**src/rtl/gerador_eco_if.sv**
```systemverilog
// Echo-interface bundle between a trigger source (master) and the echo generator (slave).
interface gerador_eco_if #(
  parameter int unsigned DIST_W = 9
);
  logic              trigger;
  logic [DIST_W-1:0] distancia;
  logic              echo;
  logic              ocupado;
  logic              pronto;
  logic              erro;

  modport master (
    output trigger,
    output distancia,
    input  echo,
    input  ocupado,
    input  pronto,
    input  erro
  );

  modport slave (
    input  trigger,
    input  distancia,
    output echo,
    output ocupado,
    output pronto,
    output erro
  );
endinterface

```
**src/rtl/gerador_eco.sv**
```systemverilog
// Ultrasonic sensor model: after a valid trigger and a fixed delay, drives echo high for
// distancia * CLK_PER_CM cycles; invalid distances produce no echo and flag erro.
module gerador_eco #(
  parameter int unsigned CLK_PER_CM = 2941,
  parameter int unsigned TRIG_MIN   = 500,
  parameter int unsigned ATRASO     = 25000,
  parameter int unsigned DIST_W     = 9,
  parameter int unsigned DIST_MAX   = 400
) (
  input  logic            clock,
  input  logic            reset,
  gerador_eco_if.slave    intf
);

  localparam int unsigned TrigW = $clog2(TRIG_MIN + 1);
  localparam int unsigned AtrW  = $clog2(ATRASO + 1);
  localparam int unsigned TickW = $clog2(CLK_PER_CM + 1);

  localparam logic [TrigW-1:0]  TrigMin  = TrigW'(TRIG_MIN);
  localparam logic [AtrW-1:0]   AtrLast  = AtrW'(ATRASO - 1);
  localparam logic [TickW-1:0]  TickLast = TickW'(CLK_PER_CM - 1);
  localparam logic [DIST_W-1:0] DistMax  = DIST_W'(DIST_MAX);

  typedef enum logic [2:0] {
    StOcioso      = 3'd0,
    StMedeTrigger = 3'd1,
    StAtraso      = 3'd2,
    StEco         = 3'd3,
    StFim         = 3'd4
  } state_e;

  state_e            state_q;
  logic              trig_q;
  logic              erro_q;
  logic [TrigW-1:0]  cnt_trig_q;
  logic [AtrW-1:0]   cnt_atraso_q;
  logic [TickW-1:0]  cnt_tick_q;
  logic [DIST_W-1:0] cnt_cm_q;
  logic [DIST_W-1:0] dist_q;
  logic              dist_invalid;

  assign dist_invalid = (dist_q == '0) || (dist_q > DistMax);

  always_ff @(posedge clock or negedge reset) begin
    if (!reset) begin
      state_q      <= StOcioso;
      trig_q       <= 1'b0;
      erro_q       <= 1'b0;
      cnt_trig_q   <= '0;
      cnt_atraso_q <= '0;
      cnt_tick_q   <= '0;
      cnt_cm_q     <= '0;
      dist_q       <= '0;
    end else begin
      trig_q <= intf.trigger;
      unique case (state_q)
        StOcioso: begin
          // Rising edge only: a trigger still high from a previous run must drop first.
          if (intf.trigger && !trig_q) begin
            state_q    <= StMedeTrigger;
            cnt_trig_q <= TrigW'(1);
          end
        end
        StMedeTrigger: begin
          if (intf.trigger) begin
            if (cnt_trig_q < TrigMin) cnt_trig_q <= cnt_trig_q + 1'b1;
          end else if (cnt_trig_q >= TrigMin) begin
            state_q      <= StAtraso;
            dist_q       <= intf.distancia;
            erro_q       <= 1'b0;
            cnt_atraso_q <= '0;
          end else begin
            state_q <= StOcioso;
          end
        end
        StAtraso: begin
          if (cnt_atraso_q == AtrLast) begin
            if (dist_invalid) begin
              state_q <= StFim;
              erro_q  <= 1'b1;
            end else begin
              state_q    <= StEco;
              cnt_tick_q <= '0;
              cnt_cm_q   <= '0;
            end
          end else begin
            cnt_atraso_q <= cnt_atraso_q + 1'b1;
          end
        end
        StEco: begin
          if (cnt_tick_q == TickLast) begin
            cnt_tick_q <= '0;
            if (cnt_cm_q == dist_q - DIST_W'(1)) state_q <= StFim;
            else cnt_cm_q <= cnt_cm_q + 1'b1;
          end else begin
            cnt_tick_q <= cnt_tick_q + 1'b1;
          end
        end
        StFim:   state_q <= StOcioso;
        default: state_q <= StOcioso;
      endcase
    end
  end

  assign intf.echo    = (state_q == StEco);
  assign intf.pronto  = (state_q == StFim);
  assign intf.ocupado = (state_q == StAtraso) || (state_q == StEco) || (state_q == StFim);
  assign intf.erro    = erro_q;

endmodule

```
**src/flat_wrapper.sv**
```systemverilog
// flat-port wrapper written by rule: the top's interface ports become plain ports
module gerador_eco_flat 
#(
  parameter int unsigned CLK_PER_CM = 2941,
  parameter int unsigned TRIG_MIN   = 500,
  parameter int unsigned ATRASO     = 25000,
  parameter int unsigned DIST_W     = 9,
  parameter int unsigned DIST_MAX   = 400
)
  (clock, reset, intf_trigger, intf_distancia, intf_echo, intf_ocupado, intf_pronto, intf_erro);
  gerador_eco_if #(.DIST_W(DIST_W)) intf_i ();
  input  logic clock;
  input  logic reset;
  input wire logic [$bits(intf_i.trigger)-1:0] intf_trigger;
  input wire logic [$bits(intf_i.distancia)-1:0] intf_distancia;
  output wire logic [$bits(intf_i.echo)-1:0] intf_echo;
  output wire logic [$bits(intf_i.ocupado)-1:0] intf_ocupado;
  output wire logic [$bits(intf_i.pronto)-1:0] intf_pronto;
  output wire logic [$bits(intf_i.erro)-1:0] intf_erro;
  assign intf_i.trigger = intf_trigger;
  assign intf_i.distancia = intf_distancia;
  assign intf_echo = intf_i.echo;
  assign intf_ocupado = intf_i.ocupado;
  assign intf_pronto = intf_i.pronto;
  assign intf_erro = intf_i.erro;
  gerador_eco #(.CLK_PER_CM(CLK_PER_CM), .TRIG_MIN(TRIG_MIN), .ATRASO(ATRASO), .DIST_W(DIST_W), .DIST_MAX(DIST_MAX)) u_core (.clock(clock), .reset(reset), .intf(intf_i));
endmodule
```
**config.mk**
```make
export PLATFORM = sky130hd
export DESIGN_NAME = gerador_eco_flat
export DESIGN_NICKNAME = d
export VERILOG_FILES = /design/src/rtl/gerador_eco_if.sv /design/src/rtl/gerador_eco.sv /design/src/flat_wrapper.sv
export SDC_FILE = /design/constraint.sdc
export NUM_CORES = 1
export LEC_CHECK = 0
export BUFFER_PORTS_ARGS = -buffer_cell sky130_fd_sc_hd__buf_4
export CORE_MARGIN = 1
export CORE_UTILIZATION = 55
export CTS_CLUSTER_DIAMETER = 150
export CTS_CLUSTER_SIZE = 25
export DETAILED_ROUTE_END_ITERATION = 6
export PLACE_DENSITY_LB_ADDON = 0.12
export SETUP_SLACK_MARGIN = 0.15
export SYNTH_ARGS = -nofsm -noshare
export SYNTH_HDL_FRONTEND = slang
export SYNTH_SLANG_ARGS = --single-unit
export TNS_END_PERCENT = 100
```
**constraint.sdc**
```tcl
create_clock -name clock -period 3.6 [get_ports clock]
set_input_delay 0.36 -clock clock [delete_from_list [all_inputs] [get_ports clock]]
set_output_delay 0.36 -clock clock [all_outputs]
set_load 0.01 [all_outputs]
```
### After elaboration in Yosys (flattened, before gate mapping)

Cells that the tools add are included.

| word-level totals | value |
|---|---|
| bits in registers | 59 |
| bits in latches | 0 |
| memory bits (writable) | 0 |
| bits in read-only memories | 0 |
| input bits | 12 |
| output and inout port bits | 4 |
| word-level logic and storage cells | 83 |
| memories kept | 0 |

| operators by class | value |
|---|---|
| add/subtract/negate cells | 5 |
| $mul | 0 |
| divide/modulo/power cells | 0 |
| $lt $le $gt $ge | 3 |
| equal/unequal tests | 19 |
| shift-type cells | 0 |
| mux-type cells | 30 |
| bitwise logic cells | 1 |
| reductions and logical operators | 17 |

Operators by type and width:

| cell | count |
|---|---|
| $mux 9 | 7 |
| $mux 15 | 3 |
| $mux 12 | 3 |
| $pmux 9 s2 | 2 |
| $pmux 15 s2 | 1 |
| $pmux 12 s2 | 1 |
| $add 9x1->9 const B | 2 |
| $mux 3 | 6 |
| $add 15x1->15 const B | 1 |
| $eq 15x15->1 const B | 1 |
| $reduce_and 5->1 | 3 |
| $ne 2x1->1 const B | 7 |
| $add 12x1->12 const B | 1 |
| $eq 12x12->1 const B | 1 |
| $pmux 3 s4 | 1 |
| $ne 2x2->1 const B | 5 |
| $eq 9x9->1 | 1 |
| $ge 9x9->1 const B | 1 |
| $gt 9x9->1 const B | 1 |
| $logic_not 9->1 | 1 |
| $lt 9x9->1 const B | 1 |
| $sub 9x1->9 const B | 1 |
| $reduce_and 4->1 | 2 |
| $eq 3x2->1 const B | 2 |
| 12 further kinds | 20 |

### Depth between registers and ports, before layout

Gate-level depths: netlist (run 1).

| depth | value |
|---|---|
| word-level depth | 5 |
| mapped depth | 10 |
| depth with buffers taken out | 9 |

### Worst setup path after synthesis (run 1)

OpenSTA, ideal clock, no wires.

| timing path | value |
|---|---|
| path type | register to register |
| from | register u_core.dist_q[0] |
| to | register u_core.cnt_cm_q[8] |
| library setup time | 0.066 ns |
| data arrival time | 2.596 ns |
| required time | 3.534 ns |
| setup slack | 0.938 ns |
| cell stages (with the launch flop) | 10 |
| buffers on the path | 0 |
| clock period less this slack | 2.662 ns |
| cell sequence | dfrtp_1 > inv_1 > ha_1 > or3b_1 > a211o_1 > a31oi_4 > a32oi_4 > or3_1 > or4_1 > nand2_1 |

| between the ends | value |
|---|---|
| cells in the longest elaborated chain, start to end | 4 |
| elaborated cells between the ends (all ways) | 8 |
| those cells by class | 1 x add/sub; 1 x order compare; 3 x eq/ne; 3 x reduce/logical |

RTL lines:

| element | line | RTL |
|---|---|---|
| start: declaration | gerador_eco.sv:39 | `logic [DIST_W-1:0] dist_q;` |
| start signal: assignment | gerador_eco.sv:69 | `dist_q <= intf.distancia;` |
| $sub 9x1->9 (tied with other cells) | gerador_eco.sv:93 | `if (cnt_cm_q == dist_q - DIST_W'(1)) state_q <= StFim;` |
| $eq 9x9->1 / $logic_or 1x1->1 (equally long branches) | gerador_eco.sv:93, gerador_eco.sv:42 |  |
| $ne 2x2->1 (no source line) | - |  |
| $reduce_and 5->1 (no source line) (*) | - |  |
| end signal: assignment | gerador_eco.sv:94 | `else cnt_cm_q <= cnt_cm_q + 1'b1;` |
| end: declaration | gerador_eco.sv:38 | `logic [DIST_W-1:0] cnt_cm_q;` |

Every way passes the cells marked *; elsewhere a longest branch is shown, timed or not.
A chain may end at the register's enable or synchronous reset.

### Worst setup path after layout (run 1)

Same ends and word-level chain as after synthesis.

==> impl_metrics.json, run 1 <==
{
  "status": "finished, final reports clean",
  "route.detailed.drc": 0,
  "wire_per_inst_um": 15.0,
  "grt_max_degree": 60,
  "hold_ws_ns": 0.0692,
  "cp.arrival_ns": 3.15,
  "io_buffers": 15,
  "combPwrFrac_pct": 4.1,
  "drt_iter0_markers": 156,
  "synth_most_common_cell": "dfrtp_1",
  "synth-edff-count": 0,
  "path_max_fanout": 9,
  "wl_um": 6970,
  "yosysTopAreaCell": "dfrtp_1",
  "seq_area_mm2": 0.00148,
  "ios": 16,
  "tightest_slew_ns": 0.735,
  "cts_setup_buffers": 0,
  "drive_gt1_share_pct": 12.3,
  "clock_skew_ns": 0.00767,
  "leakage_nw": 1.59,
  "synth.area.top_cells": "dfrtp_1 44%, nor2_1 4.9%, o21ai_0 4.3%",
  "cts_buffer_depth": 2,
  "diodes": 0,
  "areaGrowthSynthToFinish_pct": 10.8,
  "ys.flop_type": "dfrtp_1",
  "fill_cells": 510,
  "ir_worst_vdd_mv": 0.237,
  "relSlewSlack_pct": 51.0,
  "synth_top_cell_area_share_pct": 43.5,
  "multi_input_area_mm2": 0.00181,
  "syn_inst": 370,
  "grt_use_met1_pct": 32.4,
  "synth_warnings": 0,
  "fin_ws_ns": 0.729,
  "p_int_mw": 0.994,
  "final_cells": 466,
  "met3_usage_pct": 6.70,
  "chipHeight_um": 80.5,
  "globalplace.congestion": 0.824,
  "cp_data_required_time_ns": 3.88,
  "ys_ff_latch": 59,
  "clkSinkCount": 59,
  "die_w_um": 80.5,
  "ant_nets": 0,
  "antenna_found_initial": 0,
  "synth_nets": 389,
  "critPathKind": "flip-flop to flip-flop",
  "clkPwrFrac_pct": 42.7,
  "hold_buffers": 0,
  "synthArstFlopShare_pct": 100,
  "dp.cells": 451,
  "seqPwrFrac_pct": 53.1,
  "start_util_pct": 57.3,
  "syn-cell-area_mm2": 0.00339,
  "die_area_mm2": 0.00648,
  "start_kind": "flip-flop",
  "hold_violations": 0,
  "use_met2_pct": 38.6,
  "end_kind": "flip-flop",
  "overflow": 0,
  "switchingPower_mw": 0.293,
  "track_usage_pct": 24.5,
  "avgSynthCellArea_um2": 9.16,
  "dp_slack_ns": 0.768,
  "final_area_mm2": 0.00376,
  "report.final.slew_viol_count": 0,
  "grt.busiest_layer": "met2",
  "worstHoldPathType": "primary input to async pin",
  "cts_resized": 0,
  "grt_pass1_wl_um": 11900,
  "numCtsBuffers": 9,
  "place_area_mm2": 0.00358,
  "cts_root_buf": "clkbuf_8",
  "finalSetupViolations": 0,
  "min_period_over_period_pct": 79.8,
  "fin_crit_ns": 2.87,
  "max_clock_freq_mhz": 348,
  "yosysSeqAreaShare_pct": 43.5,
  "cap_violations": 0,
  "vias": 2773,
  "drt_pass1_iterations": 4,
  "htree_levels": 3,
  "power_density_mw_per_mm2": 343,
  "coreArea_mm2": 0.00592,
  "synth_cell_types": 60,
  "fin_nets": 406,
  "cts_tree": "built",
  "setup-tns-final_ns": 0,
  "synthTopCellsByCount": "59 x dfrtp_1, 44 x nor2_1, 31 x nand2_1",
  "viasPerCell": 5.95,
  "grt_pass1_vias": 2582,
  "clk_latency_ns": 0.34,
  "hpwl_um": 4780,
  "swShare_pct": 22.8,
  "clk_pin_slew_ns": 0.07,
  "rsz0062_at_grt": "false",
  "rows": 28
}
==> layout by cell type (no fill, tap or decap), drive strengths merged, types with 9 or more instances in the layout <==
cell type and count:
nor2 45, o21ai 29, nand2 31, buf 18
xor2 9, xnor2 15, inv 17, clkbuf 13
nor3 12, dfrtp 59, nand4 10, a21oi 9
nand3 21
==> sequential cells by signal (all words and copies together), names as in the netlist <==
signal and count:
u_core.trig_q 1, u_core.cnt_trig_q 9, u_core.cnt_cm_q 9, u_core.intf.erro 1
u_core.cnt_atraso_q 15, u_core.state_q 3, u_core.cnt_tick_q 12, u_core.dist_q 9
==> worst max-delay path: stages (launching register included) <==
cell,delay (ns)
dfrtp_1,0.41
inv_1,0.08
ha_1,0.24
or3b_1,0.41
a211o_1,0.34
a31oi_4,0.30
a32oi_4,0.13
or3_1,0.41
or4_1,0.40
nand2_1,0.08
==> power by group through the flow <==
stage | clock network, mW | logic, mW | registers (mW)
final | 0.550 | 0.0533 | 0.684
after global routing | 0.596 | 0.0602 | 0.684
after CTS | 0.561 | 0.0546 | 0.683
after detailed placement | 0 | 0.0543 | 0.696
after global placement | 0 | 0.0523 | 0.695
after floorplan | 0 | 0.0263 | 0.692
==> layer usage <==
layer | share of wire (%) | wire length, um
met1 | 49 | 3410
met2 | 46 | 3220
met3 | 3.6 | 248
met4 | 1.3 | 91
met5 | 0 | 0
==> final timing paths <==
| check | startpoint | to | slack [ns] | depth (start not counted) |
|---|---|---|---|---|
| max | u_core.dist_q[0] | u_core.cnt_cm_q[8] | 0.73 | 9 |
| min | reset | u_core.cnt_tick_q[1] | 0.07 | 1 |
| max reg2reg | u_core.dist_q[0] | u_core.cnt_cm_q[8] | 0.73 | 9 |
| min reg2reg | u_core.cnt_tick_q[6] | u_core.cnt_tick_q[6] | 0.48 | 1 |
| max in group asynchronous | reset | u_core.cnt_atraso_q[11] | 3.03 | 1 |
| min in group clock | intf_trigger | u_core.trig_q | 0.16 | 1 |
==> stage by stage <==
step	power [mW]	utilization, %
after global placement	0.747	60.4
after global routing	1.34	63.4
after detailed placement	0.750	60.4
after floorplan	0.719	-
after CTS	1.30	63.4
final	1.29	63.4
==> layout make-up <==
type / instances / share of cell area (%)
Clock buffer: 13 / 4.50
Clock inverter: 2 / 0.266
Inverter: 17 / 1.70
Multi-Input combinational cell: 282 / 48.1
Sequential cell: 59 / 39.3
Tap cell: 75 / 2.50
Timing Repair Buffer: 18 / 3.60
==> logic make-up after synthesis <==
group	Yosys count	share of synthesized area, %
AO/OA/AOI/OAI	78	16.8
buffers and inverters	29	3.32
XOR/XNOR	24	6.20
multiplexers	8	2.58
flip-flops	59	43.5
adder cells (fa/ha/maj)	7	2.58
AND/OR/NAND/NOR	165	24.9
Note: power is estimated with default switching activity, not from simulation.
==> run 2: changes to the inputs <==
- ABC_AREA: not set -> 1
- clock period: 3.6 -> 2.45 ns (I/O delays scaled with it)
==> run 2 against run 1 <==
Effect of this change: core utilization is 1.0 points higher; sequential share of layout area is 3.2 points lower; first-iteration DRC count is 14% higher; clock-buffer cell count is 2 lower; critical endpoint is now u_core.state_q[0]; largest power group unchanged; highest routed layer unchanged.
==> impl_metrics.json, run 2 <==
{
  "clock_skew_ns": 0.0101,
  "final_common_cell": "nand2_1",
  "final_area_mm2": 0.00409,
  "cts_tree": "built",
  "power_density_mw_per_mm2": 860,
  "globalplace.congestion": 0.945,
  "die_w_um": 83.3,
  "r2r-start": "u_core.dist_q[0]",
  "syn-cell-area_mm2": 0.00363,
  "synth.area.top_cells": "dfrtp_1 41%, nand2_1 12%, inv_1 7.5%",
  "io_buffers": 15,
  "syn_inst": 493,
  "synthArstFlopShare_pct": 100,
  "start_kind": "flip-flop",
  "p_int_mw": 2.19,
  "fin_nets": 538,
  "synth_top_cell_area_share_pct": 40.6,
  "clk_latency_ns": 0.34,
  "wire_per_inst_um": 12.9,
  "ant_nets": 0,
  "coreArea_mm2": 0.00635,
  "min_period_over_period_pct": 84.0,
  "htree_levels": 3,
  "reg_top3": "u_core.cnt_atraso_q: 15 flops, u_core.cnt_tick_q: 12 flops",
  "synth_nets": 512,
  "vias": 3196,
  "crit_end": "u_core.state_q[0]",
  "cap_violations": 0,
  "diodes": 0,
  "status": "finished, final reports clean",
  "seqPwrFrac_pct": 35.8,
  "path_max_fanout": 6,
  "ios": 16,
  "place_area_mm2": 0.00384,
  "antenna_found_initial": 0,
  "worstHoldPathCells": 1,
  "grt_pass1_vias": 3227,
  "wl_um": 7730,
  "drt_iter0_markers": 178,
  "fin_crit_ns": 2.06,
  "cts_setup_buffers": 0,
  "die_area_mm2": 0.00694,
  "cts_buffer_depth": 2,
  "cp_data_required_time_ns": 2.66,
  "synth-edff-count": 0,
  "track_usage_pct": 24.9,
  "switchingPower_mw": 1.33,
  "swShare_pct": 37.7,
  "numCtsBuffers": 9,
  "drive_gt1_share_pct": 14.3,
  "viasPerCell": 5.32,
  "synth_most_common_cell": "nand2_1",
  "rows": 29,
  "setup-tns-final_ns": 0,
  "chipHeight_um": 83.3,
  "rr_worst_depth": 13,
  "crit_start": "u_core.dist_q[0]",
  "hpwl_um": 5650,
  "clkPwrFrac_pct": 31.3,
  "leakage_nw": 1.94,
  "largest_reg_flops": 15,
  "cp.arrival_ns": 2.27,
  "yosysTopAreaCell": "dfrtp_1",
  "ys_ff_latch": 59,
  "clkSinkCount": 59,
  "ff2ff_setup_slack_ns": 0.39,
  "synthTopCellsByCount": "114 x nand2_1, 73 x inv_1, 59 x dfrtp_1",
  "end_kind": "flip-flop",
  "avgSynthCellArea_um2": 7.37,
  "drt_pass1_iterations": 4,
  "tightest_slew_ns": 0.732,
  "route.detailed.drc": 0,
  "rsz0062_at_grt": "false",
  "top_register": "u_core.cnt_atraso_q",
  "clk_pin_slew_ns": 0.07,
  "relSlewSlack_pct": 51.2,
  "grt_max_degree": 60,
  "overflow": 0,
  "hold_violations": 0,
  "critPathKind": "flip-flop to flip-flop",
  "report.final.slew_viol_count": 0,
  "cts_root_buf": "clkbuf_8",
  "worstHoldPathType": "primary input to flip-flop",
  "combPwrFrac_pct": 32.9,
  "start_util_pct": 57.2,
  "synth_cell_types": 40,
  "finalSetupViolations": 0,
  "grt_pass1_wl_um": 14000,
  "reg2reg_to": "u_core.state_q[0]",
  "ir_worst_vdd_mv": 0.449,
  "synth_warnings": 0,
  "ys.flop_type": "dfrtp_1",
  "max_clock_freq_mhz": 486,
  "areaGrowthSynthToFinish_pct": 12.7,
  "yosysSeqAreaShare_pct": 40.6,
  "layout_common_cells": "114 x nand2_1, 72 x inv_1, 59 x dfrtp_1, 56 x nor2_1"
}
-- run 2: cell types whose count changed in the layout (fill, tap and decap cells not counted), sizes merged, moves of 5 or more --
cell,change
inv,+58
o31ai,-5
nand2,+98
nand3,+9
a21oi,+10
and3,-7
nor2,+25
mux2,-6
nor3,+8
nor2b,-5
xnor2,-13
-- run 2: cell families (layout without fill, tap and decap cells) --
kind of cell | Yosys count | count (layout) | synth area share, %
DFF | 59 | 59 | 40.6
xor gates and xnor gates | 11 | 11 | 2.65
buffers and inverters | 80 | 111 | 8.51
AOI/OAI and AO/OA | 68 | 68 | 11.1
and+or+nand+nor | 268 | 268 | 34.7
adders and majority gates | 7 | 7 | 2.41
-- run 2: routing by layer --
layer | track usage, % | vias to the layer above | part of all wire (%)
met4 | 10.2 | 0 | 1.6
met1 | 31.7 | 1496 | 48
met2 | 41.6 | 45 | 47
met3 | 4.67 | 13 | 2.7
li1 | - | 1642 | -
met5 | 0 | - | 0
-- run 2: worst min path at each step --
| stage | from | endpoint |
|---|---|---|
| floorplan | reset | u_core.cnt_atraso_q[0] |
| global placement | reset | u_core.cnt_atraso_q[8] |
| detailed placement | reset | u_core.cnt_atraso_q[7] |
| CTS | intf_trigger | u_core.trig_q |
| global route | intf_trigger | u_core.trig_q |
| finish | intf_trigger | u_core.trig_q |
-- run 2: metrics by stage --
stage | hold WS, ns | total power [mW] | worst slack (ns) | cells | utilization, %
3_5_place_dp | 0.368 | 2.43 | 0.279 | 584 | 60.4
4_1_cts | 0.0203 | 3.54 | 0.260 | 601 | 64.4
2_1_floorplan | -0.0506 | 2.12 | 0.591 | 493 | -
6_report | 0.0342 | 3.52 | 0.392 | 601 | 64.5
5_1_grt | 0.0306 | 3.78 | 0.177 | 601 | 64.5
3_3_place_gp | 0.359 | 2.39 | 0.442 | 584 | 60.4
-- run 2: power groups by stage --
stage                     clock network [mW]  registers (mW)  logic (mW)
after global placement                     0            1.27        1.12
after detailed placement                   0            1.27        1.15
after CTS                               1.12            1.26        1.16
after floorplan                            0            1.24       0.878
final                                   1.10            1.26        1.16
after global routing                    1.15            1.28        1.34
-- run 2: repair_timing --
item                       4_1_cts  5_1_grt
hold endpoints to repair        45        0
setup endpoints to repair        0       11
resized for setup                0        3
hold buffers                     1        0
-- run 2: worst max-delay path, stage by stage (launching register included) --
cell	delay (ns)
dfrtp_1	0.40
inv_2	0.10
ha_2	0.22
nand2_2	0.09
nor2_2	0.15
nand3_2	0.13
nand3_1	0.10
nand2_1	0.05
nor2_1	0.17
nand2_2	0.14
nand2_1	0.12
nand2_1	0.11
nor2_1	0.11
a21oi_1	0.05
-- run 2: cell type report --
type / count / area [um^2]
fillers: 552 / 2260
repair buffers: 18 / 138
flip-flops and latches: 59 / 1480
clock buffers: 11 / 141
well taps: 77 / 96.3
inverters: 77 / 289
multi-input cells: 354 / 1850
clock inverters: 5 / 100
==> run 3: changes to the inputs <==
- clock period: 2.45 -> 2.03 ns (I/O delays scaled with it)
==> run 3 against run 2 <==
Effect of this change: register-to-register slack worse by 0.35 ns; combinational power grew 47%; setup slack worse by 0.35 ns; global-route usage decreased by 0.30 points; sequential power up 21%; largest power group is now combinational cells; highest routed layer unchanged.
==> impl_metrics.json, run 3 (synthesis results as in run 2) <==
{
  "top_register": "u_core.cnt_atraso_q",
  "worstHoldPathType": "primary input to flip-flop",
  "ir_worst_vdd_mv": 0.658,
  "r2r-start": "u_core.dist_q[1]",
  "fin_crit_ns": 1.98,
  "io_buffers": 15,
  "clk_pin_slew_ns": 0.08,
  "layout_common_cells": "110 x nand2_1, 65 x inv_1, 56 x dfrtp_1, 50 x nor2_1, 35 x buf_4",
  "clkPwrFrac_pct": 25.6,
  "hpwl_um": 5650,
  "cts_tree": "built",
  "start_kind": "flip-flop",
  "hold_ws_ns": 0.0658,
  "crit_family": "simple AND/OR/NAND/NOR gates",
  "areaGrowthSynthToFinish_pct": 19.9,
  "status": "finished, final reports clean",
  "start_util_pct": 57.2,
  "hp-start": "intf_distancia[6]",
  "dp_slack_ns": -0.00560,
  "report.final.slew_viol_count": 0,
  "clk_latency_ns": 0.34,
  "rows": 29,
  "cp.arrival_ns": 2.20,
  "die_area_mm2": 0.00694,
  "wire_per_inst_um": 13.1,
  "coreArea_mm2": 0.00635,
  "ant_nets": 0,
  "rsz0062_at_grt": "true",
  "min_period_over_period_pct": 97.7,
  "tightest_slew_ns": 0.729,
  "numCtsBuffers": 9,
  "max_stage_delay_ns": 0.40,
  "path_cells": "inv_2, ha_4, inv_2, nand2_1, nand2_1, nand2_1, nand2_1, nor2_1, nand3_1, nor2_2, nand2_2, buf_12, nand4_1, nand2_1, nand2_1, nor2_1",
  "relSlewSlack_pct": 51.4,
  "combPwrFrac_pct": 39.2,
  "finalSetupViolations": 0,
  "reg_top3": "u_core.cnt_atraso_q: 15 flops, u_core.cnt_tick_q: 12 flops",
  "chipHeight_um": 83.3,
  "leakage_nw": 2.05,
  "fill_cells": 536,
  "final_util_pct": 68.6,
  "end_kind": "flip-flop",
  "diodes": 0,
  "switchingPower_mw": 1.75,
  "final_cells": 622,
  "swShare_pct": 40.4,
  "cap_violations": 0,
  "grt_pass1_wl_um": 13900,
  "cp_common_cell": "nand2_1",
  "fin_nets": 559,
  "path_max_fanout": 4,
  "hold_violations": 0,
  "setup-tns-final_ns": 0,
  "drt_iter0_markers": 151,
  "route.detailed.drc": 0,
  "grt_pass1_vias": 3202,
  "htree_levels": 3,
  "drive_gt1_share_pct": 22.9,
  "p_int_mw": 2.58,
  "dp.cells": 588,
  "final_common_cell": "nand2_1",
  "vias": 3289,
  "slowest_stage": "dfrtp_1",
  "cts_buffer_depth": 2,
  "globalplace.congestion": 0.883,
  "track_usage_pct": 24.6,
  "cts_root_buf": "clkbuf_8",
  "critPathKind": "flip-flop to flip-flop",
  "ios": 16,
  "max_clock_freq_mhz": 504,
  "grt_max_degree": 60,
  "clock_skew_ns": 0.0128,
  "crit_start": "u_core.dist_q[1]",
  "power_density_mw_per_mm2": 992,
  "die_w_um": 83.3,
  "largest_reg_flops": 15,
  "fin_ws_ns": 0.0459,
  "antenna_found_initial": 0,
  "cp_data_required_time_ns": 2.25,
  "cp_num_buf_inv": 3,
  "seqPwrFrac_pct": 35.2,
  "drt_pass1_iterations": 4,
  "viasPerCell": 5.29,
  "overflow": 0,
  "clkSinkCount": 59,
  "ff2ff_setup_slack_ns": 0.05,
  "wl_um": 8130
}
run 3: cell count changes in the layout (fill, tap and decap cells not counted), moves of 4 or more:
cell,previous run,this run
inv_2,3,9
nand2_1,114,110
inv_1,72,65
nor2_1,56,50
buf_4,17,35
run 3: path summary, 6_finish.rpt:
| kind | to | depth (start not counted) |
|---|---|---|
| setup / recovery | u_core.cnt_cm_q[7] | 16 |
| hold / removal | u_core.dist_q[6] | 3 |
| setup reg to reg | u_core.cnt_cm_q[7] | 16 |
| hold reg to reg | u_core.cnt_trig_q[7] | 2 |
| max in group asynchronous | u_core.dist_q[3] | 2 |
| min in group asynchronous | u_core.cnt_atraso_q[8] | 2 |
run 3: stage by stage:
stage	power, mW	area, um^2
3_3_place_gp	2.89	3870
4_1_cts	4.13	4180
3_5_place_dp	2.94	3870
2_1_floorplan	2.56	3630
5_1_grt	4.61	4360
6_report	4.32	4360
run 3: power by group through the flow:
stage / registers (mW) / logic (mW) / clock network (mW)
after global routing: 1.54 / 1.88 / 1.19
after floorplan: 1.50 / 1.06 / 0
after global placement: 1.53 / 1.36 / 0
after CTS: 1.51 / 1.49 / 1.13
final: 1.52 / 1.70 / 1.11
after detailed placement: 1.54 / 1.40 / 0
run 3: worst reg2reg max path: stages, from the launching register on:
cell and delay (ns):
dfrtp_1 0.40, inv_2 0.08, ha_4 0.16, inv_2 0.03, nand2_1 0.06, nand2_1 0.06
nand2_1 0.05, nand2_1 0.04, nor2_1 0.14, nand3_1 0.13, nor2_2 0.17, nand2_2 0.11
buf_12 0.15, nand4_1 0.09, nand2_1 0.07, nand2_1 0.08, nor2_1 0.05
run 3: timing repair:
item / in CTS / in global routing
pin swaps: 4 / 14
endpoints found under the setup margin: 22 / 29
gates cloned: 1 / 0
hold endpoints to repair: 60 / 0
gates resized for setup: 15 / 27
buffers inserted: 5 / 10
hold buffers: 2 / 0
run 3: final cells by class:
cell class              count  area (um^2)  share of cell area [%]
clock buffers              10          138                    3.16
clock inverters             6         63.8                    1.46
inverters                  77          293                    6.72
multi-input cells         355         1980                    45.5
flip-flops and latches     59         1480                    34.0
well taps                  77         96.3                    2.21
repair buffers             38          303                    6.95
run 3: layer usage:
layer  GRT usage, %  wire (um)
met5              0          0
met4           10.0        116
met3           3.78        249
met2           41.6       3970
met1           31.4       3790
